<file path="config.mk">
export PLATFORM = sky130hd
export DESIGN_NAME = idct1d_serial_flat
export DESIGN_NICKNAME = d
export VERILOG_FILES = /design/src/rtl/idct1d_serial_if.sv /design/src/rtl/idct1d_serial.sv /design/src/flat_wrapper.sv
export SDC_FILE = /design/constraint.sdc
export NUM_CORES = 1
export LEC_CHECK = 0
export ABC_AREA = 0
export CAP_MARGIN = 25
export CORE_MARGIN = 8
export CORE_UTILIZATION = 52
export DETAILED_ROUTE_END_ITERATION = 8
export PLACE_DENSITY = 0.77
export SETUP_SLACK_MARGIN = 0.1
export SYNTH_ARGS = -nofsm -noshare
export SYNTH_HDL_FRONTEND = slang
export SYNTH_SLANG_ARGS = --single-unit
</file>
<file path="constraint.sdc">
create_clock -name clk -period 42.6 [get_ports clk]
set_input_delay 4.26 -clock clk [delete_from_list [all_inputs] [get_ports clk]]
set_output_delay 4.26 -clock clk [all_outputs]
set_load 0.01 [all_outputs]
</file>
<file path="src/rtl/idct1d_serial_if.sv">
// Stream bundle for the serial 8-point IDCT: coefficient input side, sample output side.
interface idct1d_serial_if #(
    parameter int N = 16
);
    logic                in_valid;
    logic                in_ready;
    logic signed [N-1:0] data_in;
    logic                out_valid;
    logic                out_ready;
    logic signed [N-1:0] data_out;

    modport master (
        output in_valid, data_in, out_ready,
        input  in_ready, out_valid, data_out
    );

    modport slave (
        input  in_valid, data_in, out_ready,
        output in_ready, out_valid, data_out
    );
endinterface

</file>
<file path="src/rtl/idct1d_serial.sv">
// 8-point 1-D inverse DCT: loads X[0..7], runs 64 MACs on one shared multiplier,
// then drains x[0..7] with valid/ready backpressure.
//
// state   | meaning
// LOAD    | accepting coefficients into ibuf, icnt counts accepts
// COMPUTE | 64 MAC cycles (n outer, k inner) plus one trailing write-back
// DRAIN   | presenting obuf[ocnt] until eight output handshakes complete
module idct1d_serial #(
    parameter int N      = 16,
    parameter int COEF_W = 16,
    parameter int FRAC   = 14
) (
    input  logic             clk,
    input  logic             reset,
    idct1d_serial_if.slave   bus,
    output logic             busy
);
    localparam int ACC_W = N + COEF_W + 3;
    localparam logic signed [ACC_W-1:0] HALF = ACC_W'(1) <<< (FRAC - 1);
    localparam logic signed [N-1:0]     SMAX = {1'b0, {(N-1){1'b1}}};
    localparam logic signed [N-1:0]     SMIN = {1'b1, {(N-1){1'b0}}};

    typedef enum logic [1:0] {LOAD, COMPUTE, DRAIN} state_t;

    state_t                  state_q, state_d;
    logic signed [N-1:0]     ibuf [8];
    logic signed [N-1:0]     obuf [8];
    logic [2:0]              icnt_q;
    logic [2:0]              ocnt_q;
    logic [6:0]              mac_cnt_q;
    logic signed [ACC_W-1:0] acc_q;

    logic [2:0]                n_idx;
    logic [2:0]                k_idx;
    logic                      in_fire;
    logic                      out_fire;
    logic signed [N+COEF_W-1:0] prod;
    logic signed [ACC_W-1:0]   rnd;
    logic signed [N-1:0]       sat;

    // Cosine ROM folded onto one quarter-wave table of 8192*cos(j*pi/16).
    function automatic logic signed [COEF_W-1:0] rom_coef(input logic [2:0] n, input logic [2:0] k);
        logic [6:0]               t;
        logic [4:0]               m;
        logic [3:0]               j;
        logic                     neg;
        logic signed [COEF_W-1:0] mag;
        t   = {3'b000, n, 1'b1} * {4'b0000, k};
        m   = t[4:0];
        if (m > 5'd16) m = 5'd0 - m;
        neg = (m > 5'd8);
        j   = neg ? 4'(5'd16 - m) : m[3:0];
        case (j)
            4'd0:    mag = COEF_W'(8192);
            4'd1:    mag = COEF_W'(8035);
            4'd2:    mag = COEF_W'(7568);
            4'd3:    mag = COEF_W'(6811);
            4'd4:    mag = COEF_W'(5793);
            4'd5:    mag = COEF_W'(4551);
            4'd6:    mag = COEF_W'(3135);
            4'd7:    mag = COEF_W'(1598);
            default: mag = '0;
        endcase
        if (k == 3'd0) begin
            mag = COEF_W'(5793);
            neg = 1'b0;
        end
        return neg ? -mag : mag;
    endfunction

    assign n_idx    = mac_cnt_q[5:3];
    assign k_idx    = mac_cnt_q[2:0];
    assign in_fire  = (state_q == LOAD) && bus.in_valid;
    assign out_fire = (state_q == DRAIN) && bus.out_ready;
    assign busy     = (state_q != LOAD) || (icnt_q != 3'd0);
    assign prod     = ibuf[k_idx] * rom_coef(n_idx, k_idx);

    always_comb begin
        rnd = (acc_q + HALF) >>> FRAC;
        if (rnd > ACC_W'(SMAX))
            sat = SMAX;
        else if (rnd < ACC_W'(SMIN))
            sat = SMIN;
        else
            sat = rnd[N-1:0];
    end

    always_ff @(posedge clk or posedge reset) begin
        if (reset)
            state_q <= LOAD;
        else
            state_q <= state_d;
    end

    always_comb begin
        state_d       = state_q;
        bus.in_ready  = 1'b0;
        bus.out_valid = 1'b0;
        bus.data_out  = '0;
        case (state_q)
            LOAD: begin
                bus.in_ready = 1'b1;
                if (in_fire && icnt_q == 3'd7) state_d = COMPUTE;
            end
            COMPUTE: begin
                if (mac_cnt_q == 7'd64) state_d = DRAIN;
            end
            DRAIN: begin
                bus.out_valid = 1'b1;
                bus.data_out  = obuf[ocnt_q];
                if (out_fire && ocnt_q == 3'd7) state_d = LOAD;
            end
            default: state_d = LOAD;
        endcase
    end

    always_ff @(posedge clk or posedge reset) begin
        if (reset) begin
            for (int i = 0; i < 8; i++) begin
                ibuf[i] <= '0;
                obuf[i] <= '0;
            end
            icnt_q    <= '0;
            ocnt_q    <= '0;
            mac_cnt_q <= '0;
            acc_q     <= '0;
        end else begin
            if (in_fire) begin
                ibuf[icnt_q] <= bus.data_in;
                icnt_q       <= icnt_q + 3'd1;
            end
            if (state_q == COMPUTE) begin
                if (k_idx == 3'd0)
                    acc_q <= ACC_W'(prod);
                else
                    acc_q <= acc_q + ACC_W'(prod);
                // acc completes row n-1 while row n's first product is being loaded
                if (mac_cnt_q != 7'd0 && k_idx == 3'd0)
                    obuf[n_idx - 3'd1] <= sat;
                mac_cnt_q <= (mac_cnt_q == 7'd64) ? 7'd0 : mac_cnt_q + 7'd1;
            end
            if (out_fire)
                ocnt_q <= ocnt_q + 3'd1;
        end
    end
endmodule
</file>
<file path="src/flat_wrapper.sv">
// flat-port wrapper written by rule: the top's interface ports become plain ports
module idct1d_serial_flat 
#(
    parameter int N      = 16,
    parameter int COEF_W = 16,
    parameter int FRAC   = 14
)
  (clk, reset, busy, bus_in_valid, bus_data_in, bus_out_ready, bus_in_ready, bus_out_valid, bus_data_out);
  idct1d_serial_if #(.N(N)) bus_i ();
  input  logic clk;
  input  logic reset;
  output logic busy;
  input wire logic [$bits(bus_i.in_valid)-1:0] bus_in_valid;
  input wire logic [$bits(bus_i.data_in)-1:0] bus_data_in;
  input wire logic [$bits(bus_i.out_ready)-1:0] bus_out_ready;
  output wire logic [$bits(bus_i.in_ready)-1:0] bus_in_ready;
  output wire logic [$bits(bus_i.out_valid)-1:0] bus_out_valid;
  output wire logic [$bits(bus_i.data_out)-1:0] bus_data_out;
  assign bus_i.in_valid = bus_in_valid;
  assign bus_i.data_in = bus_data_in;
  assign bus_i.out_ready = bus_out_ready;
  assign bus_in_ready = bus_i.in_ready;
  assign bus_out_valid = bus_i.out_valid;
  assign bus_data_out = bus_i.data_out;
  idct1d_serial #(.N(N), .COEF_W(COEF_W), .FRAC(FRAC)) u_core (.clk(clk), .reset(reset), .bus(bus_i), .busy(busy));
endmodule
</file>
# Word level (Yosys, flattened, before mapping)
# Memories as Yosys holds them, arrays and structs flattened.
# Index checks and enable logic that the tools add are counted.
[classes]
addsub = 9
multipliers = 2
n_lt_le_gt_ge = 10
eq_ne = 8
mux = 29
bitwise_logic = 4
n_reduce_logical = 15
[ops]
columns = ["op", "count"]
rows = [
  ["128-bit bitwise mux", 2],
  ["16-bit two-way mux", 12],
  ["16-bit binary-select mux with 3-bit select", 2],
  ["16-bit demux with 3-bit select", 2],
  ["35-bit by 15-bit adder with 35-bit output (second input constant)", 1],
  ["35-bit by 32-bit adder with 35-bit output", 1],
  ["35-bit two-way mux", 1],
  ["16-bit by 16-bit multiplier with 32-bit output", 1],
  ["21-bit by 16-bit > comparator with 1-bit output (second input constant)", 1],
  ["21-bit by 16-bit less-than comparator with 1-bit output (second input constant)", 1],
  ["4-bit >= comparator (second input constant)", 4],
  ["16-bit negator", 1],
  ["3-bit NOT with 4-bit output", 4],
  ["4-bit by 1-bit less-than comparator with 1-bit output (second input constant)", 2],
  ["7-bit by 1-bit adder with 7-bit output (second input constant)", 1],
  ["7-bit equality test (second input constant)", 1],
  ["1-bit logical AND", 7],
  ["7-bit two-way mux", 1],
  ["7-bit nonzero test", 1],
  ["3-bit by 1-bit adder with 3-bit output (second input constant)", 2],
  ["3-bit equality test (second input constant)", 2],
  ["2-bit two-way mux", 3],
  ["2-bit one-hot mux with 3 select lines", 1],
  ["5-bit by 4-bit > comparator with 1-bit output (second input constant)", 1],
  ["other kinds (19)", 22],
]
[word_totals]
register_bits = 306
rom_bits = 112
elab_cells = 99
n_memories = 1
[mem_list]
columns = ["name", "depth", "word_bits", "rd", "rd_ports_with_merged_regs", "wr", "line_no", "text"]
rows = [
  ["(no name shown)", 8, 14, 1, 0, 0, "idct1d_serial.sv:53", "case (j)"],
]

# Longest topological paths before layout
# An unclocked memory read counts as a cell.
[logic_depth]
word_depth = 13
depth_mapped = 58

# Worst setup path after synthesis
# No wires, ideal clock.
[synth_path]
path_kind = "reg2reg"
startpoint = "register u_core.mac_cnt_q[0]"
endpoint = "register u_core.acc_q[30]"
setup_ps = 126
arrival_ps = 13414
slack_ps = 29060
path_stages_with_launch = 55
n_path_buf = 5
synth_period_minus_slack_ps = 13540
cell_sequence = "dfrtp_1 -> clkbuf_1 -> buf_1 -> clkbuf_1 -> nand2_1 -> fa_1 -> inv_1 -> ha_1 -> fa_1 -> xnor2_2 -> xor3_2 -> a221o_1 -> o31ai_2 -> a31oi_1 -> nand2b_1 -> inv_2 -> ha_1 -> a211oi_1 -> [19 not listed] -> ha_1 -> a21o_1 -> a21o_1 -> a221oi_1 -> a21oi_1 -> nor2b_1 -> xnor2_1 -> ha_1 -> and2_1 -> a2111o_1 -> a221o_1 -> a22o_1 -> o21ai_0 -> nand3b_1 -> a21oi_1 -> xor2_1 -> nor3_1 -> a221o_1"
[synth_between]
elab_chain_cells = 13
word_cells_on_any_way = 21
cone_classes = "add/sub: 4; mul: 2; order compare: 2; mux: 10; bitwise: 1; reduce/logical: 1; memory: 1"
[synth_rtl]
columns = ["item", "line_no", "text"]
rows = [
  ["start: declaration", "idct1d_serial.sv:30", "logic [6:0] mac_cnt_q;"],
  ["start signal: assignment", "idct1d_serial.sv:140", "mac_cnt_q <= (mac_cnt_q == 7'd64) ? 7'd0 : mac_cnt_q + 7'd1;"],
  ["4-bit by 3-bit multiplier with 5-bit output", "idct1d_serial.sv:48", "t = {3'b000, n, 1'b1} * {4'b0000, k};"],
  ["1-bit by 5-bit subtractor with 5-bit output or 5-bit > comparator (tied branches)", "idct1d_serial.sv:50", "if (m > 5'd16) m = 5'd0 - m;"],
  ["5-bit two-way mux", "idct1d_serial.sv:50", ""],
  ["1-bit by 4-bit subtractor with 4-bit output or 5-bit by 4-bit > comparator with 1-bit output (tied branches)", "idct1d_serial.sv:52, idct1d_serial.sv:51", ""],
  ["4-bit two-way mux", "idct1d_serial.sv:52", "j = neg ? 4'(5'd16 - m) : m[3:0];"],
  ["memory 8 x 14 bit", "n/a", ""],
  ["16-bit two-way mux", "idct1d_serial.sv:53", ""],
  ["16-bit two-way mux", "idct1d_serial.sv:64", "if (k == 3'd0) begin"],
  ["16-bit negator", "idct1d_serial.sv:68", "return neg ? -mag : mag;"],
  ["16-bit two-way mux", "idct1d_serial.sv:68", ""],
  ["16-bit by 16-bit multiplier with 32-bit output", "idct1d_serial.sv:76", "assign prod = ibuf[k_idx] * rom_coef(n_idx, k_idx);"],
  ["35-bit by 32-bit adder with 35-bit output", "idct1d_serial.sv:136", "acc_q <= acc_q + ACC_W'(prod);"],
  ["35-bit two-way mux (*)", "idct1d_serial.sv:133", "if (k_idx == 3'd0)"],
  ["end signal: assignment", "idct1d_serial.sv:134", "acc_q <= ACC_W'(prod);"],
  ["end signal: assignment", "idct1d_serial.sv:136", ""],
  ["end: declaration", "idct1d_serial.sv:31", "logic signed [ACC_W-1:0] acc_q;"],
]
# Every way passes the cells marked *; elsewhere a longest branch is shown, timed or not. The select of a mux whose other input is x is not followed.
# A chain may end at the register's enable or synchronous reset.

# Worst setup path in the final report
# Ends and elaborated chain as after synthesis.

==> metrics <==
floorplan die area=59420 sq um; netlist area before placement=26980 sq um; remaining antenna violation count=0; startpoint-to-endpoint class of the critical path=reg -> reg; TritonCTS clock tree=yes; Port-buffer cells=38; cells taking the most area after synthesis=sky130_fd_sc_hd__dfrtp_1, sky130_fd_sc_hd__fa_1, sky130_fd_sc_hd__ha_1, sky130_fd_sc_hd__mux2_2, sky130_fd_sc_hd__mux4_2; data arrival time of the critical path=around 15 ns; cell types with the highest counts after synthesis=sky130_fd_sc_hd__inv_1, sky130_fd_sc_hd__nand2_1, sky130_fd_sc_hd__dfrtp_1, sky130_fd_sc_hd__fa_1, sky130_fd_sc_hd__nor2_1; number of iterations in the first detailed-routing pass=7; Setup crit start=u_core.mac_cnt_q[0]; drt first-iter violations=1692; first-pass GRT wire length=around 110000 microns; detailed placer's ending HPWL=49290 microns; area of the core region=51300 sq um; fraction of layout instances using a drive strength above 1=12.29%; syn nets=3156; smallest setup slack after layout=28.37 ns; register clock-pin slew on the reported worst setup and hold paths=0.06 ns; hold bufs inserted after CTS=0; Yosys warning count=0; Place WS=28.39 ns; RD Place Congestion=around 0.96; depth of the CTS H-tree=2; origin of the critical flop-to-flop path=u_core.mac_cnt_q[0]; worst hold path startpoint=u_core.obuf[123]; FP Rows=83; most numerous cell on the critical path=sky130_fd_sc_hd__fa_1; maximum number of pins on one net before global-route repair=124; detail-routed net length per standard cell=roughly 19 microns; Synth cell types=93; endpoints failing hold=0; number of flip-flops and latches in the synthesized netlist=approximately 310; chip width=243.8 microns; sequential-to-total area share from yosys stat=28.39%; number of top-level design ports=39; crit path time final=around 14 ns; GR Util All Layers=21.92%; xor and xnor area share after synthesis=3.367%; number of antenna violations at the first check in global routing=0; DIE HEIGHT=243.8 microns; post-synthesis share of cell area spent on full adders, half adders and majority gates=26.14%; required time at the endpoint of the critical path=43.05 ns; simple logic cell fraction of the synthesized area=12.82%; Worst path slowest cell=sky130_fd_sc_hd__buf_4; RSZ-0062 raised after global routing=no; run status=finished, final reports clean; cell at the root of the clock tree=sky130_fd_sc_hd__clkbuf_16; worst-case clock buffer depth=3; cell accounting for the most synthesized area=sky130_fd_sc_hd__dfrtp_1; wirelength, routed=65600 microns; type of origin of the critical path=register; overflow left after global routing=0; Final #Nets=3133; initial standard-cell utilization of the core=52.58%; area fraction of the dominant cell type after synthesis=28.39%; number of cells upsized or downsized after cts=0; mux share of post-synthesis cell area=11.84%; vias post-DR=19950; Post-synth EDFFs=0; per-cell via count in the routed design=~5.8; area added between synthesis and finish=7.968%; highest fanout seen on the critical path=49; worst slew margin relative to its limit=29.89%; Async SR Flop Fraction=100.0%; total clock buffers created by CTS=34; instance count of the mapped netlist=approximately 2700; Final setup viols=0; class of the most critical hold timing path=reg -> reg; Antenna Cells=0; number of global-route vias before repair=20590; worst stage delay on the critical path=0.65 ns; maximum capacitance violations=0; area fraction in compound gates after synthesis=10.58%; setup TNS=0 ns; Syn Area/Cell=9.874 sq um; remaining design rule violation count=0; crit path capture type=register; final period utilization=33.41%; highest achievable clock rate=0.07025 GHz; flop2flop setup slack=28.37 ns; Worst Tran Pin Value=1.052 ns; total clock sinks=306; flip-flop cell with the highest count after synthesis=sky130_fd_sc_hd__dfrtp_1; number of buffers inserted to repair setup after CTS=0; clk_lat worst skew=0.57 ns; number of max-slew violations in the final report=0; largest clock skew in the final design=0.04845 ns; number of filler instances in the final layout=4255; largest family of logic cells by synthesized area=adder cells
## path summary, 6_finish.rpt
| path | depth (start not counted) | to |
|---|---|---|
| min | 2 | u_core.obuf[123] |
| max in group asynchronous | 4 | u_core.ibuf[5] |
| max | 51 | u_core.acc_q[30] |
| max reg2reg | 51 | u_core.acc_q[30] |
| min reg2reg | 2 | u_core.obuf[123] |
| min in group asynchronous | 2 | u_core.obuf[78] |
## layout make-up
| class | instances | area [sq um] | share of cell area [%] |
|---|---|---|---|
| clock inverter | 14 | 216.5 | 0.7432 |
| clock buffer | 46 | 955.9 | 3.282 |
| multi-input combinational | 1957 | 17480 | 60.01 |
| timing repair buffer | 66 | 665.6 | 2.285 |
| tap | 680 | 850.8 | 2.921 |
| inverter | 344 | 1299 | 4.459 |
| sequential | 306 | 7661 | 26.30 |
## per-layer routing
metal	up-vias	routed length, microns	global-route usage [%]
met5	-	0	0
met3	123	4351	3.851
met1	10200	27270	28.91
met2	656	32190	36.68
met4	0	1788	6.730
li1	8975	-	-
## cell usage in the layout (no fill, tap or decap), types with 8 or more instances in the layout
| cell | netlist | layout |
|---|---|---|
| sky130_fd_sc_hd__o21ai_0 | 152 | 152 |
| sky130_fd_sc_hd__clkdlybuf4s50_1 | 0 | 38 |
| sky130_fd_sc_hd__nor2_1 | 253 | 253 |
| sky130_fd_sc_hd__fa_1 | 266 | 266 |
| sky130_fd_sc_hd__buf_4 | 6 | 23 |
| sky130_fd_sc_hd__o21a_1 | 25 | 25 |
| sky130_fd_sc_hd__nand2_1 | 342 | 342 |
| sky130_fd_sc_hd__a21o_1 | 25 | 25 |
| sky130_fd_sc_hd__dfrtp_1 | 306 | 303 |
| sky130_fd_sc_hd__nand4_1 | 13 | 13 |
| sky130_fd_sc_hd__mux2i_1 | 23 | 23 |
| sky130_fd_sc_hd__xnor2_1 | 57 | 57 |
| sky130_fd_sc_hd__a31oi_1 | 17 | 17 |
| sky130_fd_sc_hd__a211oi_1 | 19 | 19 |
| sky130_fd_sc_hd__o31ai_1 | 8 | 8 |
| sky130_fd_sc_hd__and3_1 | 14 | 14 |
| sky130_fd_sc_hd__mux4_2 | 64 | 64 |
| sky130_fd_sc_hd__inv_1 | 342 | 341 |
| sky130_fd_sc_hd__nor3_1 | 23 | 23 |
| sky130_fd_sc_hd__a21oi_1 | 124 | 124 |
| sky130_fd_sc_hd__xor2_1 | 32 | 32 |
| sky130_fd_sc_hd__and2_1 | 25 | 25 |
| sky130_fd_sc_hd__clkbuf_16 | 0 | 34 |
| sky130_fd_sc_hd__ha_1 | 138 | 138 |
| sky130_fd_sc_hd__mux2_2 | 132 | 132 |
| sky130_fd_sc_hd__nand3_1 | 23 | 23 |
| sky130_fd_sc_hd__nor2b_1 | 19 | 17 |
| sky130_fd_sc_hd__nand2b_1 | 28 | 28 |
| sky130_fd_sc_hd__or2_2 | 8 | 8 |
## cells by family (layout without fill, tap and decap cells)
family                   count (synthesis)  after routing
AND/OR/NAND/NOR                        791            791
buffers and inverters                  469            470
AO/OA/AOI/OAI                          445            445
adder cells (fa/ha/maj)                404            404
flip-flops                             306            306
multiplexers                           221            221
XOR/XNOR                                96             96
## state kept, by name, summed over array words and instances, names as in the netlist
register and cells:
u_core.ibuf 128, u_core.mac_cnt_q 7, u_core.obuf 128, u_core.ocnt_q 3
u_core.acc_q 35, u_core.state_q 2, u_core.icnt_q 3
## worst max-delay path: cells and delay by family, from the launching register on
family | cells | cell delay [ns]
simple gates | 8 | 1.37
compound gates | 16 | 3.89
fa+ha+maj | 13 | 5.42
flops | 1 | 0.36
buf+inv | 9 | 1.35
xor+xnor | 5 | 1.69
## per-stage QoR
step / cells / utilization (%) / hold WS [ns] / cell area [sq um]
after global routing: 3413 / 56.77 / 0.5007 / 29130
final: 3413 / 56.77 / 0.4793 / 29130
after floorplan: 2732 / - / 0.4446 / 26980
after CTS: 3410 / 56.66 / 0.4782 / 29070
after detailed placement: 3350 / 54.38 / 0.4654 / 27900
after global placement: 3348 / 54.27 / 0.4562 / 27840
Power is not shown: default switching activity piles up to over one toggle a cycle in this logic, so the estimate is an artifact.
